==> src/rtl/mem_port_arbiter.sv <==
`default_nettype none
// ============================================================================
//  Module      : mem_port_arbiter
//  Description : Shares one single-port word memory between the fetch and
//                data ports. Round-robin ties, one-cycle registered acks, and
//                a bounded data-port lock. Define ARB_FIXED_PRIO_EN to make
//                the data port always win ties.
//  Revision    : 1.0 - initial release
// ============================================================================
module mem_port_arbiter #(
    parameter int LOCK_MAX = 16
) (
    input  logic        clk,
    input  logic        rst_n,
    input  logic        i_req,
    input  logic [31:0] i_addr,
    output logic        i_ack,
    output logic [31:0] i_rdata,
    input  logic        d_req,
    input  logic        d_we,
    input  logic [31:0] d_addr,
    input  logic [31:0] d_wdata,
    input  logic        d_lock,
    output logic        d_ack,
    output logic [31:0] d_rdata,
    output logic        mem_write,
    output logic [31:0] mem_addr,
    output logic [31:0] mem_wdata,
    input  logic [31:0] mem_rdata
);

    localparam int c_CNT_W = (LOCK_MAX > 1) ? $clog2(LOCK_MAX) : 1;
    localparam logic [c_CNT_W-1:0] c_CNT_LAST = c_CNT_W'(LOCK_MAX - 1);

    typedef enum logic [1:0] {
        ST_UNLOCKED = 2'd0,
        ST_LOCKED   = 2'd1,
        ST_FORCE    = 2'd2
    } lock_state_t;

    lock_state_t        r_state;
    lock_state_t        w_state_nxt;
    logic [c_CNT_W-1:0] r_lock_cnt;
    logic [c_CNT_W-1:0] w_lock_cnt_nxt;

    logic        r_i_ack;
    logic        r_d_ack;
    logic [31:0] r_i_rdata;
    logic [31:0] r_d_rdata;

    logic w_i_elig;
    logic w_d_elig;
    logic w_d_wins_tie;
    logic w_grant_i;
    logic w_grant_d;

    // A port is ignored while its own ack is high; the lock states gate each side.
    assign w_i_elig = i_req && !r_i_ack && (r_state != ST_LOCKED);
    assign w_d_elig = d_req && !r_d_ack && (r_state != ST_FORCE);

`ifdef ARB_FIXED_PRIO_EN
    assign w_d_wins_tie = 1'b1;
`else
    logic r_last;

    assign w_d_wins_tie = !r_last;

    always_ff @(posedge clk or negedge rst_n) begin
        if (!rst_n) begin
            r_last <= 1'b1;
        end else if (w_grant_i) begin
            r_last <= 1'b0;
        end else if (w_grant_d) begin
            r_last <= 1'b1;
        end
    end
`endif

    assign w_grant_d = w_d_elig && (!w_i_elig || w_d_wins_tie);
    assign w_grant_i = w_i_elig && !w_grant_d;

    // Write enable is gated by reset so an asserted reset aborts an in-flight write.
    always_comb begin
        mem_write = 1'b0;
        mem_addr  = 32'd0;
        mem_wdata = 32'd0;
        if (w_grant_i) begin
            mem_addr = i_addr;
        end else if (w_grant_d) begin
            mem_addr = d_addr;
            if (d_we) begin
                mem_write = rst_n;
                mem_wdata = d_wdata;
            end
        end
    end

    always_comb begin
        w_state_nxt    = r_state;
        w_lock_cnt_nxt = r_lock_cnt;
        case (r_state)
            ST_UNLOCKED: begin
                if (w_grant_d && d_lock) begin
                    w_state_nxt    = ST_LOCKED;
                    w_lock_cnt_nxt = '0;
                end
            end
            ST_LOCKED: begin
                if (!d_lock) begin
                    w_state_nxt = ST_UNLOCKED;
                end else if (r_lock_cnt == c_CNT_LAST) begin
                    w_state_nxt = ST_FORCE;
                end else begin
                    w_lock_cnt_nxt = r_lock_cnt + 1'b1;
                end
            end
            ST_FORCE: begin
                if (w_grant_i || !i_req) begin
                    w_state_nxt = ST_UNLOCKED;
                end
            end
            default: begin
                w_state_nxt = ST_UNLOCKED;
            end
        endcase
    end

    always_ff @(posedge clk or negedge rst_n) begin
        if (!rst_n) begin
            r_state    <= ST_UNLOCKED;
            r_lock_cnt <= '0;
        end else begin
            r_state    <= w_state_nxt;
            r_lock_cnt <= w_lock_cnt_nxt;
        end
    end

    always_ff @(posedge clk or negedge rst_n) begin
        if (!rst_n) begin
            r_i_ack   <= 1'b0;
            r_d_ack   <= 1'b0;
            r_i_rdata <= 32'd0;
            r_d_rdata <= 32'd0;
        end else begin
            r_i_ack <= w_grant_i;
            r_d_ack <= w_grant_d;
            if (w_grant_i) begin
                r_i_rdata <= mem_rdata;
            end
            if (w_grant_d) begin
                r_d_rdata <= mem_rdata;
            end
        end
    end

    assign i_ack   = r_i_ack;
    assign d_ack   = r_d_ack;
    assign i_rdata = r_i_rdata;
    assign d_rdata = r_d_rdata;

endmodule
`default_nettype wire

==> config.mk <==
export PLATFORM = sky130hd
export DESIGN_NAME = mem_port_arbiter
export DESIGN_NICKNAME = d
export VERILOG_FILES = /design/src/rtl/mem_port_arbiter.sv
export SDC_FILE = /design/constraint.sdc
export NUM_CORES = 1
export LEC_CHECK = 0
export BUFFER_PORTS_ARGS = -buffer_cell sky130_fd_sc_hd__buf_2
export CAP_MARGIN = 40
export CORE_MARGIN = 10
export CORE_UTILIZATION = 37
export CTS_CLUSTER_SIZE = 24
export DETAILED_ROUTE_END_ITERATION = 8
export GPL_TIMING_DRIVEN = 0
export PLACE_DENSITY = 0.78
export RECOVER_POWER = 25
export SLEW_MARGIN = 40
export SYNTH_ARGS = -nofsm -noshare
export SYNTH_HDL_FRONTEND = slang
export SYNTH_SLANG_ARGS = --single-unit
==> constraint.sdc <==
create_clock -name clk -period 1.75 [get_ports clk]
set_input_delay 0.0875 -clock clk [delete_from_list [all_inputs] [get_ports clk]]
set_output_delay 0.0875 -clock clk [all_outputs]
set_load 0.02 [all_outputs]
# Yosys cells after proc, flatten, opt, wreduce, memory -nomap -nowiden
# Cells that the tools add are included.
dict set report classes {
  addsub 1
  n_eq_ne 10
  n_mux 19
  reduce_logical 20
}
# op n
set ops {}
lappend ops {{$mux W32} 5}
lappend ops {{$mux W4} 3}
lappend ops {{$ne A2 B2 Y1 const B} 5}
lappend ops {{$mux W2} 4}
lappend ops {{$pmux W4 S2} 1}
lappend ops {{$logic_and A1 B1 Y1} 7}
lappend ops {{$logic_not A1 Y1} 6}
lappend ops {{$pmux W2 S3} 1}
lappend ops {{$mux W1} 5}
lappend ops {{$add A4 B1 Y4 const B} 1}
lappend ops {{$eq A4 B4 Y1 const B} 1}
lappend ops {{$reduce_and A4 Y1} 1}
lappend ops {{$reduce_bool A2 Y1} 2}
lappend ops {{$ne A3 B3 Y1 const B} 1}
lappend ops {{$reduce_and A3 Y1} 1}
lappend ops {{$eq A2 B1 Y1 const B} 1}
lappend ops {{$eq A2 B2 Y1 const B} 1}
lappend ops {{$logic_not A2 Y1} 1}
lappend ops {{$logic_or A1 B1 Y1} 2}
lappend ops {{$ne A2 B1 Y1 const B} 1}
dict set report totals {
  regBits 73
  input_bits 134
  out_inout_bits 131
  word_cells 57
}

# Longest topological paths before layout
dict set report depth {
  depth_word 11
  mapped_depth 8
  ltp_nobuf 5
}

# Worst setup path after synthesis
# OpenSTA, ideal clock, no wires.
dict set report synth_path {
  path_kind {register to output}
  start {register r_last}
  end {output port mem_addr[26]}
  arrival_time_ns 1.567
  required_time_ns 1.662
  slack_ns 0.096
  path_stages_with_launch 6
  path_buffers 2
  cell_sequence {dfstp_2 inv_1 o311a_1 buf_6 clkbuf_1 a22o_1}
}
dict set report synth_via {
  elab_chain_len 6
  elab_cells_between_ends 7
  cone_classes {2 x mux; 5 x reduce/logical}
}
# item line_no
set synth_lines {}
lappend synth_lines {{start: declaration} 64} ;# logic r_last;
lappend synth_lines {{start signal: assignment} 70} ;# r_last <= 1'b1;
lappend synth_lines {{start signal: assignment} 72} ;# r_last <= 1'b0;
lappend synth_lines {{start signal: assignment} 74} ;# r_last <= 1'b1;
lappend synth_lines {{$logic_not A1 Y1 *} 66} ;# assign w_d_wins_tie = !r_last;
lappend synth_lines {{$logic_or A1 B1 Y1 *} 79} ;# assign w_grant_d = w_d_elig && (!w_i_elig || w_d_wins_tie);
lappend synth_lines {{$logic_and A1 B1 Y1 *} 79}
lappend synth_lines {{$logic_not A1 Y1} 80} ;# assign w_grant_i = w_i_elig && !w_grant_d;
lappend synth_lines {{$logic_and A1 B1 Y1} 80}
lappend synth_lines {{$mux W32 *} 87} ;# if (w_grant_i) begin
lappend synth_lines {{end: declaration} 27} ;# output logic [31:0] mem_addr,
# Mark *: on every way between the ends. The rest lies on a longest branch, timed or not.

# Worst setup path after layout
dict set report layout_path {
  start {register r_last}
  end {output port mem_addr[14]}
}
# The elaborated chain is that of the path after synthesis.

==> reports/metrics.yaml <==
crit_family: "compound AO/OA/AOI/OAI gates"
hp-class: "input port to flip-flop"
cts_max_level: 3
fmax_mhz: 482
clkTransAtPathRegs_ps: 80
peakVddDrop_mv: 0.929
min_period_ps: 2070
synthTopCellsByArea: "dfrtp_1, mux2_2, mux2_4"
grt_max_degree: 64
worst_pin_slew_ps: 329
synth_common_cells: "dfrtp_1, mux2_2, a22o_1, and3_1, mux2_4"
seq_area_frac_synth_pct: 51.7
comb_power_share_pct: 46.6
crit_path_top_delay_cell: "dfstp_2"
dr.pass1.iters: 4
rsz0062_at_grt: "true"
ys.flop_type: "dfrtp_1"
status: "finished with violations"
crit_chain: "inv_1 > o311a_1 > buf_6 > buf_8 > a22o_1 > buf_6"
seq_power_share_pct: 34.8
avgSynthCellArea_um2: 13.5
dp.cells: 655
p_leak_uw: 0.00324
finalHoldViolations: 0
multiInputGateArea_um2: 1560
core_um2: 9280
cts_tree: "yes"
cts_buffers: 9
fin_ws_ps: -325
slew_viol_final: 0
clock_sinks: 73
finalClockSkew_ps: 4.74
initial_core_util_pct: 38.1
cp-end-kind: "output port"
synth-edff-count: 0
ctsLongestPathBuffers: 2
swShare_pct: 37.3
die_h_um: 118
synthArstFlopShare_pct: 100
path_class: "flip-flop to output port"
syn-num-nets: 396
synth_top_area_cell: "dfrtp_1"
setup_viol: 88
crit_required_ps: 1660
crit_arrival_ps: 1990
yosysWarnings: 0
synth_area_um2: 3530
vias: 3464
antenna_found_initial: 1
area_growth_syn_to_layout_pct: 70.6
synth.most_common_cell: "dfrtp_1"
syn_inst: 261
synth_top_cell_area_share_pct: 51.0
grt_pass1_vias: 3754
drc: 0
core.rowCount: 35
p_int_uw: 4430
ys_seq_elements: 73
ios: 265
instances_no_fill: 717
place_congestion: 0.837
clock_latency_ps: 330
switchingPower_uw: 2630
gr-total-overflow: 0
final-seq-area_um2: 1830
startpoint_type: "flip-flop"
grt_pass1_wl_um: 21600
synth_cell_type_count: 31
cp_common_cell: "buf_6"
ant_nets: 0
finalCoreUtilization_pct: 64.9
wl_um: 14300
portBuffers: 264
die_w_um: 118
vias_per_cell: 4.83
post-route-period-util_pct: 119
die_area_um2: 13900
nNetsFinal: 718
ctsRootBufferMaster: "clkbuf_8"
grt_usage_pct: 19.0
clockPowerShare_pct: 18.6
layout-drive-gt1-share_pct: 65.6
wl_per_cell_um: 19.9
worst-path-buf-inv: 4
cp_max_fo: 10
p_per_area_nw_per_um2: 1170
fillers: 735
power_uw: 7070
drt_iter0_drc: 273
slowest_delay_ps: 540
dp_hpwl_um: 10500
failed_checks: "negative setup slack"
cap_violations: 0
maxSlewHeadroom_pct: 78.1
==> cells in the final DEF, fill, tap and decap left out, types with 2 or more instances in the layout <==
| master | Yosys | routed |
|---|---|---|
| buf_4 | 1 | 15 |
| clkinv_2 | 0 | 2 |
| nand3_1 | 3 | 3 |
| clkbuf_1 | 6 | 3 |
| mux2i_1 | 2 | 2 |
| nand2b_1 | 3 | 2 |
| buf_8 | 0 | 6 |
| dlygate4sd3_1 | 0 | 33 |
| clkbuf_8 | 0 | 10 |
| buf_12 | 0 | 2 |
| o21ai_0 | 3 | 3 |
| buf_6 | 10 | 44 |
| buf_2 | 4 | 226 |
| a22o_1 | 34 | 34 |
| nor2_1 | 3 | 2 |
| mux2_2 | 41 | 40 |
| mux2_4 | 23 | 24 |
| inv_1 | 2 | 2 |
| dfrtp_1 | 72 | 72 |
| nand2_1 | 4 | 3 |
| and3_1 | 34 | 33 |
==> state kept, by name (all words and copies together) (netlist names) <==
| signal | flops |
|---|---|
| r_last | 1 |
| i_ack | 1 |
| r_lock_cnt | 4 |
| d_ack | 1 |
| d_rdata | 32 |
| i_rdata | 32 |
| r_state | 2 |
==> final timing paths <==
kind                            startpoint           end  slack, ps  depth (start not counted)
worst max register to register      r_last    d_rdata[6]       -120                          6
worst min register to register  i_rdata[9]    i_rdata[9]        510                          1
worst min-delay path                 i_req    r_state[1]         50                          3
max in group asynchronous            rst_n        r_last       1070                          3
worst max-delay path                r_last  mem_addr[14]       -320                          6
min in group asynchronous            rst_n   i_rdata[10]        120                          2
==> power by group through the flow <==
| stage | sequential [µW] | clock (µW) | combinational, µW |
|---|---|---|---|
| after floorplan | 3070 | 0 | 1210 |
| after global placement | 2450 | 0 | 2860 |
| after detailed placement | 2480 | 0 | 2920 |
| after CTS | 2450 | 1350 | 3190 |
| after global routing | 2520 | 1420 | 3500 |
| final | 2460 | 1310 | 3290 |
==> cells by family after synthesis <==
family,share of synthesized area (%)
adders and majority gates,0.354
AOI/OAI and AO/OA,10.6
muxes,23.4
and+or+nand+nor,9.03
buffers and inverters,4.92
DFF,51.7
==> stage by stage <==
stage	cell area [µm²]	hold slack, ps	setup slack, ps	TNS [ps]
finish	6030	48.1	-325	-21110
detailed placement	5050	-84.4	-224	-9100
global route	6030	68.4	-391	-27020
CTS	5850	18.5	-306	-19820
global placement	5020	331	-176	-6170
floorplan	3530	-208	95.5	0
==> layer usage <==
layer  global-route usage, %  part of all wire (%)  routed length [µm]  vias up
li1                        -                     -                   -     1603
met1                    21.3                    38                5450     1687
met2                    34.0                    54                7710      150
met3                    6.00                   6.2                 890       24
met4                    5.02                   1.8                 257        0
met5                       0                     0                   0        -
==> layout make-up <==
cell class | instances | share of cell area, %
Tap cell | 129 | 2.68
Sequential cell | 73 | 30.3
Clock inverter | 5 | 0.934
Buffer | 20 | 4.03
Multi-Input combinational cell | 164 | 25.9
Inverter | 3 | 0.187
Antenna cell | 1 | 0.0415
Timing Repair Buffer | 312 | 33.7
Clock buffer | 10 | 2.28
==> what timing repair did <==
action                                 CTS  global route
setup endpoints to repair               89           115
pin swaps                               13            11
cloned                                   0             2
setup buffers                           10             3
hold buffers                            33             0
resized for setup                       64            47
endpoints found under the hold margin  135             0
==> tightest hold or removal path, cell delays in order <==
cell     delay (ps)
buf_2           130
nand2_1          60
o21ai_0          70
Note: power is estimated with default switching activity, not from simulation.
